## config.mk

```make
export PLATFORM = sky130hd
export DESIGN_NAME = mem_access_unit
export DESIGN_NICKNAME = d
export VERILOG_FILES = /design/src/rtl/mem_access_unit.sv
export SDC_FILE = /design/constraint.sdc
export NUM_CORES = 1
export LEC_CHECK = 0
export BUFFER_PORTS_ARGS = -buffer_cell sky130_fd_sc_hd__clkbuf_2
export CAP_MARGIN = 20
export CELL_PAD_IN_SITES_DETAIL_PLACEMENT = 0
export CELL_PAD_IN_SITES_GLOBAL_PLACEMENT = 1
export CORE_MARGIN = 2
export CORE_UTILIZATION = 35
export CTS_BUF_LIST = sky130_fd_sc_hd__clkbuf_4
export CTS_CLUSTER_SIZE = 14
export DETAILED_ROUTE_END_ITERATION = 10
export GPL_ROUTABILITY_DRIVEN = 1
export PLACE_DENSITY = 0.9
export SLEW_MARGIN = 40
export SYNTH_ARGS = -nofsm -noshare
export SYNTH_HDL_FRONTEND = slang
export SYNTH_SLANG_ARGS = --single-unit
```

## constraint.sdc

```tcl
create_clock -name clk -period 3.85 [get_ports clk]
set_clock_uncertainty 0.05 [all_clocks]
set_input_delay 0.5775 -clock clk [delete_from_list [all_inputs] [get_ports clk]]
set_output_delay 0.5775 -clock clk [all_outputs]
set_load 0.05 [all_outputs]
```

## src/rtl/mem_access_unit.sv

```systemverilog
// mem_access_unit
//   Bridges MEM-stage load/store requests of byte/half/word size onto a
//   word-only data memory. Loads select and extend one lane of the memory
//   word. Sub-word stores run a read-modify-write. Word stores write directly.
//   Misaligned or reserved-size requests complete with resp_err and never
//   touch memory. One transaction is in flight at a time, and req_ready is
//   high only in IDLE.
//
// Ports
//   clk, rst                 clock, asynchronous active-high reset
//   req_valid / req_ready    request handshake (accepted when both are high)
//   req_write                1 = store, 0 = load
//   req_size                 00 byte, 01 half, 10 word, 11 reserved
//   req_signed               loads: sign-extend (1) or zero-extend (0)
//   req_addr                 byte address
//   req_wdata                right-justified store data
//   resp_valid               one-cycle completion pulse
//   resp_err                 misaligned or reserved size (with resp_valid)
//   resp_rdata               extended load data, 0 for stores and errors
//   mem_read / mem_write     memory strobes, decoded from state only
//   mem_addr                 word-aligned address, held for the transaction
//   mem_wdata                full (merged) write word
//   mem_rdata                combinational memory read data
module mem_access_unit #(
    parameter int BIG_ENDIAN = 1,
    parameter int ADDR_W     = 32
) (
    input  logic              clk,
    input  logic              rst,
    input  logic              req_valid,
    output logic              req_ready,
    input  logic              req_write,
    input  logic [1:0]        req_size,
    input  logic              req_signed,
    input  logic [ADDR_W-1:0] req_addr,
    input  logic [31:0]       req_wdata,
    output logic              resp_valid,
    output logic              resp_err,
    output logic [31:0]       resp_rdata,
    output logic              mem_read,
    output logic              mem_write,
    output logic [ADDR_W-1:0] mem_addr,
    output logic [31:0]       mem_wdata,
    input  logic [31:0]       mem_rdata
);

    typedef enum logic [2:0] {IDLE, LOAD, RMW_RD, WRITE, DONE} state_t;

    // Request fields kept for the whole transaction.
    typedef struct packed {
        logic [1:0]  off;
        logic [1:0]  size;
        logic        sgn;
        logic [31:0] wdata;
    } req_t;

    state_t state, state_nxt;
    req_t   cap;

    logic        accept;
    logic        req_err;
    logic [4:0]  lane_lo;
    logic [31:0] lane_data;
    logic [31:0] lane_mask;
    logic [31:0] load_ext;
    logic [31:0] merged;

    assign req_ready = (state == IDLE);
    assign accept    = req_valid && req_ready;
    assign mem_read  = (state == LOAD) || (state == RMW_RD);
    assign mem_write = (state == WRITE);

    assign req_err = (req_size == 2'b11) ||
                     ((req_size == 2'b01) && req_addr[0]) ||
                     ((req_size == 2'b10) && (req_addr[1:0] != 2'b00));

    // Bit position of the lowest bit of the addressed lane. In big-endian
    // order the lowest byte address holds the most significant lane, so the
    // offset is inverted.
    always_comb begin
        lane_lo = 5'd0;
        case (cap.size)
            2'b00:   lane_lo = (BIG_ENDIAN != 0) ? {~cap.off, 3'b000} : {cap.off, 3'b000};
            2'b01:   lane_lo = (BIG_ENDIAN != 0) ? {~cap.off[1], 4'b0000} : {cap.off[1], 4'b0000};
            default: lane_lo = 5'd0;
        endcase
    end

    assign lane_data = mem_rdata >> lane_lo;
    assign lane_mask = ((cap.size == 2'b00) ? 32'h0000_00FF : 32'h0000_FFFF) << lane_lo;
    assign merged    = (mem_rdata & ~lane_mask) | ((cap.wdata << lane_lo) & lane_mask);

    always_comb begin
        load_ext = lane_data;
        case (cap.size)
            2'b00:   load_ext = {{24{cap.sgn & lane_data[7]}},  lane_data[7:0]};
            2'b01:   load_ext = {{16{cap.sgn & lane_data[15]}}, lane_data[15:0]};
            default: load_ext = lane_data;
        endcase
    end

    always_ff @(posedge clk or posedge rst) begin
        if (rst) state <= IDLE;
        else     state <= state_nxt;
    end

    always_comb begin
        state_nxt = state;
        case (state)
            IDLE: begin
                if (accept) begin
                    if (req_err)               state_nxt = DONE;
                    else if (!req_write)       state_nxt = LOAD;
                    else if (req_size == 2'b10) state_nxt = WRITE;
                    else                       state_nxt = RMW_RD;
                end
            end
            LOAD:    state_nxt = DONE;
            RMW_RD:  state_nxt = WRITE;
            WRITE:   state_nxt = DONE;
            DONE:    state_nxt = IDLE;
            default: state_nxt = IDLE;
        endcase
    end

    always_ff @(posedge clk or posedge rst) begin
        if (rst) begin
            cap        <= '0;
            mem_addr   <= '0;
            mem_wdata  <= '0;
            resp_valid <= 1'b0;
            resp_err   <= 1'b0;
            resp_rdata <= '0;
        end else begin
            // resp_* are live only during the single DONE cycle.
            resp_valid <= (state_nxt == DONE);
            resp_err   <= 1'b0;
            resp_rdata <= '0;
            if (accept) begin
                cap      <= '{off: req_addr[1:0], size: req_size, sgn: req_signed, wdata: req_wdata};
                mem_addr <= {req_addr[ADDR_W-1:2], 2'b00};
                resp_err <= req_err;
                if (req_write && (req_size == 2'b10) && !req_err)
                    mem_wdata <= req_wdata;
            end
            if (state == LOAD)
                resp_rdata <= load_ext;
            if (state == RMW_RD)
                mem_wdata <= merged;
        end
    end

endmodule
```

* Yosys cells after proc, flatten, opt, wreduce, memory -nomap -nowiden
Cells that the tools add are included.
Word-level totals: bits in registers 136, input bits 103
Operators by class: equality and inequality tests 8, shifts and indexed selects 3, mux-type cells 13, bitwise operators 8, reductions and logical operators 16
Operator list (number):
- 32-bit 2-to-1 mux | 4
- 32-bit AND | 2
- 32-bit case mux with 2 select lines | 1
- 32-bit inverter | 1
- 32-bit bitwise OR | 1
- 16-bit by 5-bit left shift with 32-bit output | 1
- 32-bit by 5-bit left shift with 32-bit output | 1
- 32-bit by 5-bit >> shifter with 32-bit output | 1
- 16-bit 2-to-1 mux | 1
- 5-bit case mux with 2 select lines | 1
- 3-bit case mux with 3 select lines | 1
- 3-bit by 2-bit == test with 1-bit output, second input constant | 2
- 3-bit 2-to-1 mux | 2
- 2-bit nonzero test | 3
- 1-bit logical AND | 5
- 2-bit by 1-bit == test with 1-bit output, second input constant | 2
- 2-bit == test, second input constant | 2
- 3-bit by 1-bit == test with 1-bit output, second input constant | 1
- 3-bit == test, second input constant | 1
- 3-bit logical NOT | 1
- 1-bit logical OR | 3
- 1-bit AND | 2
- 2-bit logical NOT | 1
- 1-bit 2-to-1 mux | 2
- 6 further kinds | 6

* Depth between registers and ports, before layout
Gate-level depths: netlist (run 1).
depth after elaboration 9, mapped depth 7, depth with buffers taken out 4

* Least setup slack after synthesis (run 1)
Ideal clock, no wire load.
kind register to register, start register state[2], end register cap[33] in the netlist's numbering, setup time 0.134 ns, data arrival time 2.289 ns, data required time 3.666 ns, path slack 1.377 ns, stages on the path, launching flop included 7, path buffers 2, period minus slack after synthesis 2.473 ns, path through dfrtp_1 > buf_2 > nor3_1 > nand2_1 > clkbuf_1 > nand2_1 > o21ai_0
Between the ends: word-level cells in the longest chain between the ends 2
Ends and longest elaborated chain:
- start: declaration | line 57 | state_t state, state_nxt;
- start signal: assignment | line 104 | else state <= state_nxt;
- 3-bit logical NOT | line 68 | assign req_ready = (state == IDLE);
- via req_ready | line 31 | output logic req_ready,
- 1-bit logical AND | line 69 | assign accept = req_valid && req_ready;
- end signal: assignment | line 140 | cap <= '{off: req_addr[1:0], size: req_size, sgn: req_signed, wdata: req_wdata};
- end: declaration | line 58 | req_t cap;
The timed path passes the listed nets, and every way through them passes these cells. A chain may end at the register's enable or synchronous reset.

* Worst setup path after layout (run 1)
start register state[0], end output mem_read
Between the ends: word-level cells in the longest chain between the ends 2
Ends and longest elaborated chain:
- 3-bit by 1-bit == test with 1-bit output / 3-bit by 2-bit == test with 1-bit output (equally long branches) | line 70 | assign mem_read = (state == LOAD) || (state == RMW_RD);
- 1-bit logical OR * | line 70
- end: declaration | line 40 | output logic mem_read,
Every way passes the cells marked *; elsewhere a longest branch is shown, timed or not.

==> results by group, run 1 <==
Run status
  – Status: finished, final reports clean

Logic synthesis
  – Flops & latches, synth: 120
  – Seq/Total Area, Yosys: 52.2%
  – Post-Synthesis Cells: 544
  – EDFF count, synth: 0
  – Ys flop type: dfrtp_1
  – Synth cell types: 47
  – Mapped cell area: 0.00575 sq mm
  – Mean Syn Cell Area: 10.6 sq um
  – Warnings, synthesis: 0
  – Async SR Flop Fraction: 100%

CTS
  – CTS max path bufs: 2
  – TritonCTS clock tree: built
  – CTS root buf: clkbuf_4
  – H-Tree Depth: 4
  – Clock Sinks: 120
  – CTS resizes: 0
  – Hold Buf Count CTS: 0
  – Post-CTS Setup Bufs: 0
  – CTS buffer count: 17
  – Clock latency on the worst-skew pair: 0.53 ns
  – CTS clock-pin slew for the worst setup and hold paths: 0.10 ns

Placement
  – Final GP Congestion: 0.859
  – Post-DP HPWL: 12.9 mm
  – Port bufs: 201

Drt
  – Final wirelength: 17.1 mm
  – WL/cell: 17.8 um
  – Via Count: 4825
  – First drt pass iteration count: 5
  – Drt drc: 0
  – Via/cell ratio: 5.03
  – Initial drt markers: 319
  – Antenna viol nets, final: 0

Power
  – Leakage: 3.73 nW
  – Combinational share of power: 55.9%
  – PD cells: 990 mW/mm^2
  – Internal: 0.00343 W
  – Switching fraction of total power: 52.0%
  – Clk pwr share: 14.0%
  – Worst IR Drop VDD: 0.366 mV
  – Sequential power share: 30.1%
  – Net Sw Power: 0.00372 W

Worst setup path
  – Crit start category: flip-flop
  – Worst Setup Path Type: flip-flop to primary output
  – Critical path fanouts, max: 5
  – Slowest cell delay on critical path: 0.48 ns
  – Critical Path AT: 2.04 ns
  – CP Capture Type: primary output
  – Worst EP required: 3.22 ns
  – Crit path cell chain: inv_1, or3_1, nand2_1, clkbuf_2
  – Worst path slowest cell: or3_1
  – Bufs and invs on worst path: 2
  – Delay-heaviest family, CP: simple AND/OR/NAND/NOR gates

Global route
  – GR Overflow Total: 0
  – Largest net degree at the start of global routing: 66
  – Total GRT Usage: 19.8%
  – First-pass GRT wire length: 26.5 mm
  – Initial antenna violation count: 1
  – Vias in the first global route: 4700

Timing
  – RSZ-0062 raised after global routing: no
  – Setup TNS: 0 ns
  – Min Hold Slack: 0.0500 ns
  – Slew Limit Fails: 0
  – Endpoints failing setup: 0
  – Max-slew headroom: 44.8%
  – Highest clock rate: 374 MHz
  – Fin crit share: 69.4%
  – Tightest Pin Transition: 0.824 ns
  – Hold Violations, Final: 0
  – Post-route minimum period: 2.67 ns

Floorplan
  – Core area: 0.0160 sq mm
  – Die Y: 132 um
  – Die span in x: 132 um
  – Initial cell density of the core: 36.0%
  – Die area: 0.0175 sq mm
  – I/O pin count: 204
  – Row Count: 46

Run
  – Max-cap check violation count: 0

Min path
  – Worst Hold Class: input pin to asynchronous set/reset pin

Finish
  – NumNets Final: 833
  – Share of post-route cells with drive strength above 1: 39.6%
  – Layout area overhead: 25.4%
  – Post-layout util: 45.1%
==> cell usage in the layout (no fill, tap or decap), types with 3 or more instances in the layout <==
cell type and count:
clkbuf_2 201, dfrtp_1 120, nand2_1 87, mux2i_1 45
nor2_1 34, mux2_2 32, o211ai_1 28, a21oi_1 21
nand3_1 20, clkbuf_4 18, and3_1 15, o21ai_0 14
inv_1 10, o21ai_1 9, o31ai_1 8, o22ai_1 8
a22oi_1 7, mux2_4 6, buf_4 6, bufinv_16 4
clkinvlp_4 4, or3b_1 3, and2_1 3, clkinv_1 3
clkinv_2 3
==> Yosys cell counts, types with 3 or more instances <==
| cell type | n | area [sq um] |
|---|---|---|
| inv_1 | 11 | 41.3 |
| nor2_1 | 34 | 128 |
| clkbuf_1 | 14 | 52.6 |
| buf_2 | 19 | 95.1 |
| and3_1 | 15 | 93.8 |
| buf_4 | 6 | 45.0 |
| o211ai_1 | 28 | 210 |
| or3b_1 | 3 | 26.3 |
| mux2_2 | 32 | 360 |
| a21oi_1 | 21 | 105 |
| o22ai_1 | 8 | 50.1 |
| mux2_4 | 6 | 90.1 |
| nand2_1 | 87 | 327 |
| and2_1 | 3 | 18.8 |
| a22oi_1 | 7 | 52.6 |
| mux2i_1 | 45 | 450 |
| dfrtp_1 | 120 | 3000 |
| nand3_1 | 20 | 100 |
| o31ai_1 | 8 | 60.1 |
| o21ai_1 | 9 | 45.0 |
| o21ai_0 | 14 | 70.1 |
==> cells by family (layout without fill, tap and decap cells) <==
| group | after synthesis | in the layout | synth area share, % |
|---|---|---|---|
| multiplexers | 83 | 83 | 15.7 |
| AND/OR/NAND/NOR | 179 | 179 | 15.2 |
| buffers and inverters | 54 | 252 | 4.59 |
| AO/OA/AOI/OAI | 107 | 107 | 12.4 |
| flip-flops | 120 | 120 | 52.2 |
| other | 1 | 3 | 0.0652 |
==> per-layer routing <==
metal	track usage (%)	routed length, um	vias to the layer above
li1	-	-	2291
met1	26.6	7580	2316
met2	30.2	7930	181
met5	0	0	-
met3	4.84	1040	37
met4	9.20	536	0
==> layout make-up <==
type | count | area (sq um)
Sequential cell | 120 | 3000
Clock inverter | 14 | 181
Antenna cell | 1 | 2.50
Multi-Input combinational cell | 371 | 2500
Timing Repair Buffer | 208 | 1070
Clock buffer | 18 | 135
Tap cell | 216 | 270
Fill cell | 1607 | 8780
Inverter | 12 | 50.0
==> final timing paths <==
path,startpoint,endpoint,slack (ns),depth (start not counted)
min in group clk,req_signed,cap[32]$_DFFE_PP0N_,0.18,3
hold / removal,rst,mem_addr[10]$_DFFE_PP0N_,0.05,2
hold reg to reg,cap[11]$_DFFE_PP0N_,cap[11]$_DFFE_PP0N_,0.44,2
max in group asynchronous,rst,cap[1]$_DFFE_PP0N_,3.01,3
setup reg to reg,state[2]$_DFF_PP0_,mem_wdata[14]$_DFFE_PP0P_,1.39,4
setup / recovery,state[0]$_DFF_PP0_,mem_read,1.18,4
==> worst register-to-register path, cell delays in order, from the launching register on <==
cell and delay (ns):
dfrtp_1 0.53, nor4b_4 0.69, nand3_1 0.63, mux2i_1 0.34, mux2i_1 0.11
==> power by group through the flow <==
stage	clock [W]	combinational, W	sequential [W]
floorplan	0	0.00174	0.00351
global placement	0	0.00395	0.00216
detailed placement	0	0.00400	0.00217
CTS	0.00103	0.00400	0.00215
global route	0.00109	0.00423	0.00223
finish	0.00100	0.00399	0.00215
==> registers in the layout (all words and copies together), names as in the netlist <==
signal / flops
mem_addr: 30
mem_wdata: 32
resp_valid: 1
resp_err: 1
cap: 21
resp_rdata: 32
state: 3
==> per-stage QoR <==
stage | area, sq um | worst slack (ns) | total power, W | instances
6_report | 7220 | 1.18 | 0.00715 | 960
5_1_grt | 7220 | 1.09 | 0.00755 | 960
4_1_cts | 7210 | 1.14 | 0.00719 | 959
3_5_place_dp | 6900 | 1.40 | 0.00618 | 927
3_3_place_gp | 6900 | 1.50 | 0.00612 | 927
2_1_floorplan | 5760 | 0.0367 | 0.00525 | 545
Power figures use the tool's default switching activity.
==> run 2: changes to the inputs <==
Clock period 3.85 ns to 2.4 ns, I/O delays scaled along.
==> run 2 against run 1 <==
Via count increased by 6.8%. Global-route usage increased by 0.66 points. Final cell count increased by 6.7%. Power increased by 64%.
==> results by group, run 2 (same netlist as run 1, synthesis figures left out) <==
Placement
  – Placed instance count: 939 (+1.3%)
  – Final GP Congestion: 0.849 (-1.1%)
  – Post-placement setup slack: 0.385 ns (-1.02 ns)
  – Port bufs: 201 (unchanged)
  – Post-DP HPWL: 13.0 mm (+1.0%)

Floorplan
  – Row Count: 46 (unchanged)
  – Core area: 0.0160 sq mm (unchanged)
  – Initial cell density of the core: 36.0% (unchanged)
  – Die Y: 132 um (unchanged)
  – I/O pin count: 204 (unchanged)
  – Die area: 0.0175 sq mm (unchanged)
  – Die span in x: 132 um (unchanged)

Worst setup path
  – Worst path slowest cell: dfrtp_2
  – Worst EP required: 1.99 ns (-1.23 ns)
  – Worst Setup Path Type: flip-flop to primary output
  – Critical path fanouts, max: 5 (unchanged)
  – Crit path cell chain: inv_1, or3_4, nand2_1, clkbuf_4
  – Crit start category: flip-flop
  – Slowest cell delay on critical path: 0.45 ns (-0.03 ns)
  – Reg2Reg Launch Point: cap[33]$_DFFE_PP0N_
  – Path depth of the worst reg2reg path: 4 (unchanged)
  – Reg2reg setup slack: 0.37 ns (-1.02 ns)
  – Worst r2r dst: resp_rdata[9]$_DFF_PP0_
  – Delay-heaviest family, CP: simple AND/OR/NAND/NOR gates
  – Bufs and invs on worst path: 2 (unchanged)
  – Critical Path AT: 1.86 ns (-0.18 ns)
  – CP Capture Type: primary output

Timing
  – Highest clock rate: 440 MHz
  – Post-route minimum period: 2.27 ns
  – Tightest Pin Transition: 0.660 ns (-0.165 ns)
  – Fin crit share: 94.7%
  – RSZ-0062 raised after global routing: no
  – Setup ws final: 0.127 ns (-1.05 ns)
  – Endpoints failing setup: 0 (unchanged)
  – Setup TNS: 0 ns (unchanged)
  – Slew Limit Fails: 0 (unchanged)
  – Max-slew headroom: 55.9% (+11 points)
  – Hold Violations, Final: 0 (unchanged)

Drt
  – Final wirelength: 17.6 mm (+3.1%)
  – Initial drt markers: 416 (+30%)
  – Antenna viol nets, final: 0 (unchanged)
  – Drt drc: 0 (unchanged)
  – Via/cell ratio: 5.03 (+0.14%)
  – WL/cell: 17.2 um (-3.4%)
  – First drt pass iteration count: 6 (+1)
  – Via Count: 5154 (+6.8%)

Power
  – Net Sw Power: 0.00597 W (+61%)
  – Final total power: 0.0117 W (+64%)
  – Combinational share of power: 56.3% (+0.4 points)
  – Internal: 0.00575 W (+67%)
  – PD cells: 1490 mW/mm^2 (+50%)
  – Clk pwr share: 14.2% (+0.2 points)
  – Switching fraction of total power: 51.0% (-1.0 points)
  – Leakage: 4.02 nW (+7.9%)
  – Worst IR Drop VDD: 0.580 mV (+59%)
  – Sequential power share: 29.6% (-0.5 points)

Finish
  – Layout area overhead: 37.1%
  – Share of post-route cells with drive strength above 1: 37.9% (-1.7 points)
  – Most used cells in the layout excluding fill and tap cells: clkbuf_2 (200), dfrtp_1 (118), nand2_1 (87)
  – Most common cell after layout, fill and taps aside: clkbuf_2
  – NumNets Final: 901 (+8.2%)
  – Top flop regs: mem_wdata (32), resp_rdata (32), mem_addr (30)
  – Fin cells: 1024 (+6.7%)

CTS
  – H-Tree Depth: 4 (unchanged)
  – Clock Sinks: 120 (unchanged)
  – CTS buffer count: 17 (unchanged)
  – Clock latency on the worst-skew pair: 0.54 ns (about the same)
  – TritonCTS clock tree: built
  – CTS max path bufs: 2 (unchanged)
  – CTS clock-pin slew for the worst setup and hold paths: 0.10 ns (about the same)
  – CTS root buf: clkbuf_4

Global route
  – Vias in the first global route: 5047 (+7.4%)
  – Initial antenna violation count: 2 (+1)
  – Largest net degree at the start of global routing: 44 (-33%)
  – GR Overflow Total: 0 (unchanged)
  – Total GRT Usage: 20.4% (+0.66 points)
  – First-pass GRT wire length: 27.7 mm (+4.5%)

Min path
  – Hold endpoint: cap[35]$_DFFE_PP0N_
  – Worst hold path depth: 3
  – Hold Startpoint: req_addr[0]
  – Worst Hold Class: input pin to flip-flop

Run
  – Max-cap check violation count: 0 (unchanged)

Run status
  – Status: finished, final reports clean
## run 2: changes by cell type in the layout (fill, tap and decap cells not counted), sizes merged
cell         previous run  this run
dlygate4sd3             0        56
buf                     7        19
clkinv                  7         5
bufinv                  4         5
clkbuf                219       218
clkinvlp                4         3
inv                    11        10
## run 2: layout make-up
cell class / count / area (sq um)
clock inverters: 11 / 183
inverters: 12 / 48.8
diodes: 1 / 2.50
flip-flops and latches: 120 / 3010
fillers: 1514 / 8110
well taps: 216 / 270
clock buffers: 17 / 128
multi-input cells: 371 / 2510
repair buffers: 276 / 1740
## run 2: how the worst max path moves through the flow
| stage | to | slack [ns] | cells after the start | from |
|---|---|---|---|---|
| 6_report | mem_read | 0.13 | 4 | state[0]$_DFF_PP0_ |
| 5_1_grt | mem_read | 0.04 | 4 | state[0]$_DFF_PP0_ |
| 4_1_cts | mem_read | 0.01 | 3 | state[2]$_DFF_PP0_ |
| 3_5_place_dp | mem_wdata[7]$_DFFE_PP0P_ | 0.38 | 6 | state[2]$_DFF_PP0_ |
| 3_3_place_gp | mem_wdata[1]$_DFFE_PP0P_ | 0.44 | 6 | state[2]$_DFF_PP0_ |
| 2_1_floorplan | mem_write | 0.31 | 2 | state[2]$_DFF_PP0_ |
## run 2: tightest hold or removal path, stage by stage
cell and delay, ns:
clkbuf_2 0.13, nand2_1 0.07, nand2_1 0.04
## run 2: metrics by stage
| step | hold slack, ns | utilization, % | area [sq um] |
|---|---|---|---|
| floorplan | 0.392 | - | 5770 |
| global placement | 0.375 | 43.8 | 7010 |
| detailed placement | 0.371 | 43.8 | 7010 |
| CTS | 0.0104 | 49.2 | 7880 |
| global route | 0.0197 | 49.3 | 7890 |
| finish | 0.0447 | 49.3 | 7890 |
## run 2: per-layer routing
layer	vias to the layer above	share of wire, %	GRT usage (%)
li1	2424	-	-
met1	2494	42	26.5
met2	199	48	32.5
met3	37	7.2	5.50
met4	0	2.7	8.24
met5	-	0	0
## run 2: power groups by stage
stage / logic, W / registers [W] / clock network [W]
floorplan: 0.00280 / 0.00563 / 0
global placement: 0.00644 / 0.00346 / 0
detailed placement: 0.00651 / 0.00349 / 0
CTS: 0.00660 / 0.00345 / 0.00169
global route: 0.00702 / 0.00358 / 0.00177
finish: 0.00659 / 0.00347 / 0.00166
## run 2: timing repair
action	CTS	global route
hold buffers	56	0
resized for setup	2	2
setup buffers	0	0
setup endpoints to repair	1	1
endpoints found under the hold margin	74	0
==> run 3: changes to the inputs <==
Settings changed: CORE_ASPECT_RATIO from default to 1.2, GPL_ROUTABILITY_DRIVEN 1 to default.
==> run 3 against run 2 <==
Sequential power about the same. Register-to-register slack worse by 0.04 ns. Final cell count decreased by 0.68%. Non-clock buffer count shrank 7. Global-route usage grew 0.19 points. Utilization decreased by 0.45 points. Clock power increased by 11%. Largest cell class unchanged.
==> results by group, run 3 (same netlist as run 1, synthesis figures left out) <==
CTS
  – Clock latency on the worst-skew pair: 0.52 ns (-0.02 ns)
  – H-Tree Depth: 4 (unchanged)
  – CTS clock-pin slew for the worst setup and hold paths: 0.11 ns (about the same)
  – CTS root buf: clkbuf_4
  – CTS max path bufs: 2 (unchanged)
  – Post-CTS Setup Bufs: 0 (unchanged)
  – TritonCTS clock tree: built
  – CTS buffer count: 17 (unchanged)
  – Clock Sinks: 120 (unchanged)

Timing
  – Tightest Pin Transition: 0.759 ns (+0.0990 ns)
  – Endpoints failing setup: 0 (unchanged)
  – Slew Limit Fails: 0 (unchanged)
  – Highest clock rate: 434 MHz (-1.3%)
  – Max-slew headroom: 49.2% (-6.7 points)
  – Hold Violations, Final: 0 (unchanged)
  – Post-route minimum period: 2.30 ns (+0.0293 ns)
  – Setup TNS: 0 ns (unchanged)
  – Fin crit share: 95.9% (+1.2 points)
  – RSZ-0062 raised after global routing: no

Drt
  – Via Count: 5099 (-1.1%)
  – First drt pass iteration count: 5 (-1)
  – Via/cell ratio: 5.01 (-0.39%)
  – Initial drt markers: 336 (-19%)
  – Antenna viol nets, final: 0 (unchanged)
  – Drt drc: 0 (unchanged)
  – Final wirelength: 17.8 mm (+0.90%)
  – WL/cell: 17.5 um (+1.6%)

Worst setup path
  – Worst path slowest cell: or3_1
  – Worst r2r dst: mem_wdata[3]$_DFFE_PP0P_
  – Reg2Reg Launch Point: state[2]$_DFF_PP0_
  – Worst EP required: 1.99 ns (about the same)
  – Crit start category: flip-flop
  – Bufs and invs on worst path: 2 (unchanged)
  – Path depth of the worst reg2reg path: 4 (unchanged)
  – CP Capture Type: primary output
  – Crit path cell chain: inv_1, or3_1, nand2_1, clkbuf_4
  – Critical Path AT: 1.89 ns (+0.03 ns)
  – Reg2reg setup slack: 0.33 ns (-0.04 ns)
  – Critical path fanouts, max: 5 (unchanged)
  – Worst Setup Path Type: flip-flop to primary output
  – Slowest cell delay on critical path: 0.45 ns (about the same)
  – Delay-heaviest family, CP: simple AND/OR/NAND/NOR gates

Global route
  – First-pass GRT wire length: 27.7 mm (about the same)
  – Largest net degree at the start of global routing: 51 (+16%)
  – Initial antenna violation count: 1 (-1)
  – Total GRT Usage: 20.6% (+0.19 points)
  – Vias in the first global route: 5009 (-0.75%)
  – GR Overflow Total: 0 (unchanged)

Placement
  – Port bufs: 201 (unchanged)
  – Post-DP HPWL: 13.2 mm (+1.2%)
  – Final GP Congestion: 0.883 (+4.0%)

Power
  – PD cells: 1500 mW/mm^2 (+1.2%)
  – Final total power: 0.0118 W (+1.1%)
  – Leakage: 4.03 nW (+0.20%)
  – Worst IR Drop VDD: 0.789 mV (+36%)

Min path
  – Worst Hold Class: input pin to flip-flop
  – Worst hold path depth: 3 (unchanged)
  – Hold Startpoint: req_wdata[17]
  – Hold endpoint: mem_wdata[17]$_DFFE_PP0P_

Finish
  – Share of post-route cells with drive strength above 1: 38.3% (+0.39 points)
  – Most used cells in the layout excluding fill and tap cells: clkbuf_2 (200), dfrtp_1 (118), nand2_1 (87)
  – Top flop regs: mem_wdata (32), resp_rdata (32), mem_addr (30)
  – Reg area: 0.00301 sq mm (unchanged)
  – NumNets Final: 894 (-0.78%)
  – # fillers: 1482 (-2.1%)
  – Most common cell after layout, fill and taps aside: clkbuf_2
  – Multi-input logic area: 0.00251 sq mm (-0.20%)
  – Layout area overhead: 37.1% (about the same)

Floorplan
  – I/O pin count: 204 (unchanged)
  – Initial cell density of the core: 35.6% (-0.32 points)
  – Core area: 0.0161 sq mm (+0.90%)
  – Row Count: 51 (+11%)
  – Die Y: 144 um (+9.3%)
  – Die area: 0.0175 sq mm (about the same)
  – Die span in x: 121 um (-8.4%)

Run
  – Max-cap check violation count: 0 (unchanged)

Run status
  – Status: finished, final reports clean
run 3: cell count changes in the layout (fill, tap and decap cells not counted), sizes merged:
| cell | before | now |
|---|---|---|
| dlygate4sd3 | 56 | 52 |
| buf | 19 | 16 |
| clkbuf | 218 | 220 |
| bufinv | 5 | 6 |
| clkinv | 5 | 6 |
| clkinvlp | 3 | 2 |
| inv | 10 | 11 |
run 3: through the flow:
| step | std cells | hold slack [ns] | area, sq um | utilization [%] | setup slack, ns |
|---|---|---|---|---|---|
| 4_1_cts | 1015 | 0.000517 | 7860 | 48.7 | 0.0309 |
| 2_1_floorplan | 545 | 0.392 | 5770 | - | 0.309 |
| 5_1_grt | 1017 | 0.0118 | 7890 | 48.8 | 0.0259 |
| 6_report | 1017 | 0.0275 | 7890 | 48.8 | 0.0981 |
| 3_5_place_dp | 931 | 0.409 | 6970 | 43.2 | 0.336 |
| 3_3_place_gp | 931 | 0.405 | 6970 | 43.2 | 0.399 |
run 3: cell type report:
class                      count  area share, %
clock inverter                13           2.86
antenna                        1         0.0317
multi-input combinational    371           31.8
timing repair buffer         269           21.4
sequential                   120           38.1
inverter                      12          0.619
tap                          212           3.36
clock buffer                  19           1.81
run 3: worst max-delay path by stage:
| stage | from | end | slack (ns) | cells past startpoint |
|---|---|---|---|---|
| 3_3_place_gp | state[2]$_DFF_PP0_ | mem_wdata[4]$_DFFE_PP0P_ | 0.40 | 4 |
| 2_1_floorplan | state[2]$_DFF_PP0_ | mem_write | 0.31 | 2 |
| 3_5_place_dp | cap[33]$_DFFE_PP0N_ | resp_rdata[30]$_DFF_PP0_ | 0.34 | 5 |
| 5_1_grt | state[0]$_DFF_PP0_ | mem_read | 0.03 | 4 |
| 4_1_cts | state[2]$_DFF_PP0_ | mem_read | 0.03 | 3 |
| 6_report | state[0]$_DFF_PP0_ | mem_read | 0.1 | 4 |
run 3: repair_timing:
action / 4_1_cts / 5_1_grt
resized for setup: 2 / 1
hold buffers: 52 / 0
setup endpoints to repair: 1 / 1
endpoints found under the hold margin: 81 / 0
run 3: metal layers:
metal	track usage, %	part of all wire (%)
met1	27.1	42
met2	33.6	49
met3	4.06	5.8
met4	8.02	3.0
met5	0	0
run 3: report_power, final:
| group | internal [W] | leakage (nW) | switching, W |
|---|---|---|---|
| combinational | 0.00196 | 2.33 | 0.00456 |
| clock | 0.00106 | 0.197 | 0.000793 |
| sequential | 0.00286 | 1.50 | 0.000616 |
| total | 0.00588 | 4.03 | 0.00597 |
run 3: worst register-to-register path, cell delays in order (launching register included):
cell	delay, ns
dfrtp_2	0.50
nor4b_4	0.53
and3_1	0.62
a22oi_1	0.18
o21ai_1	0.13
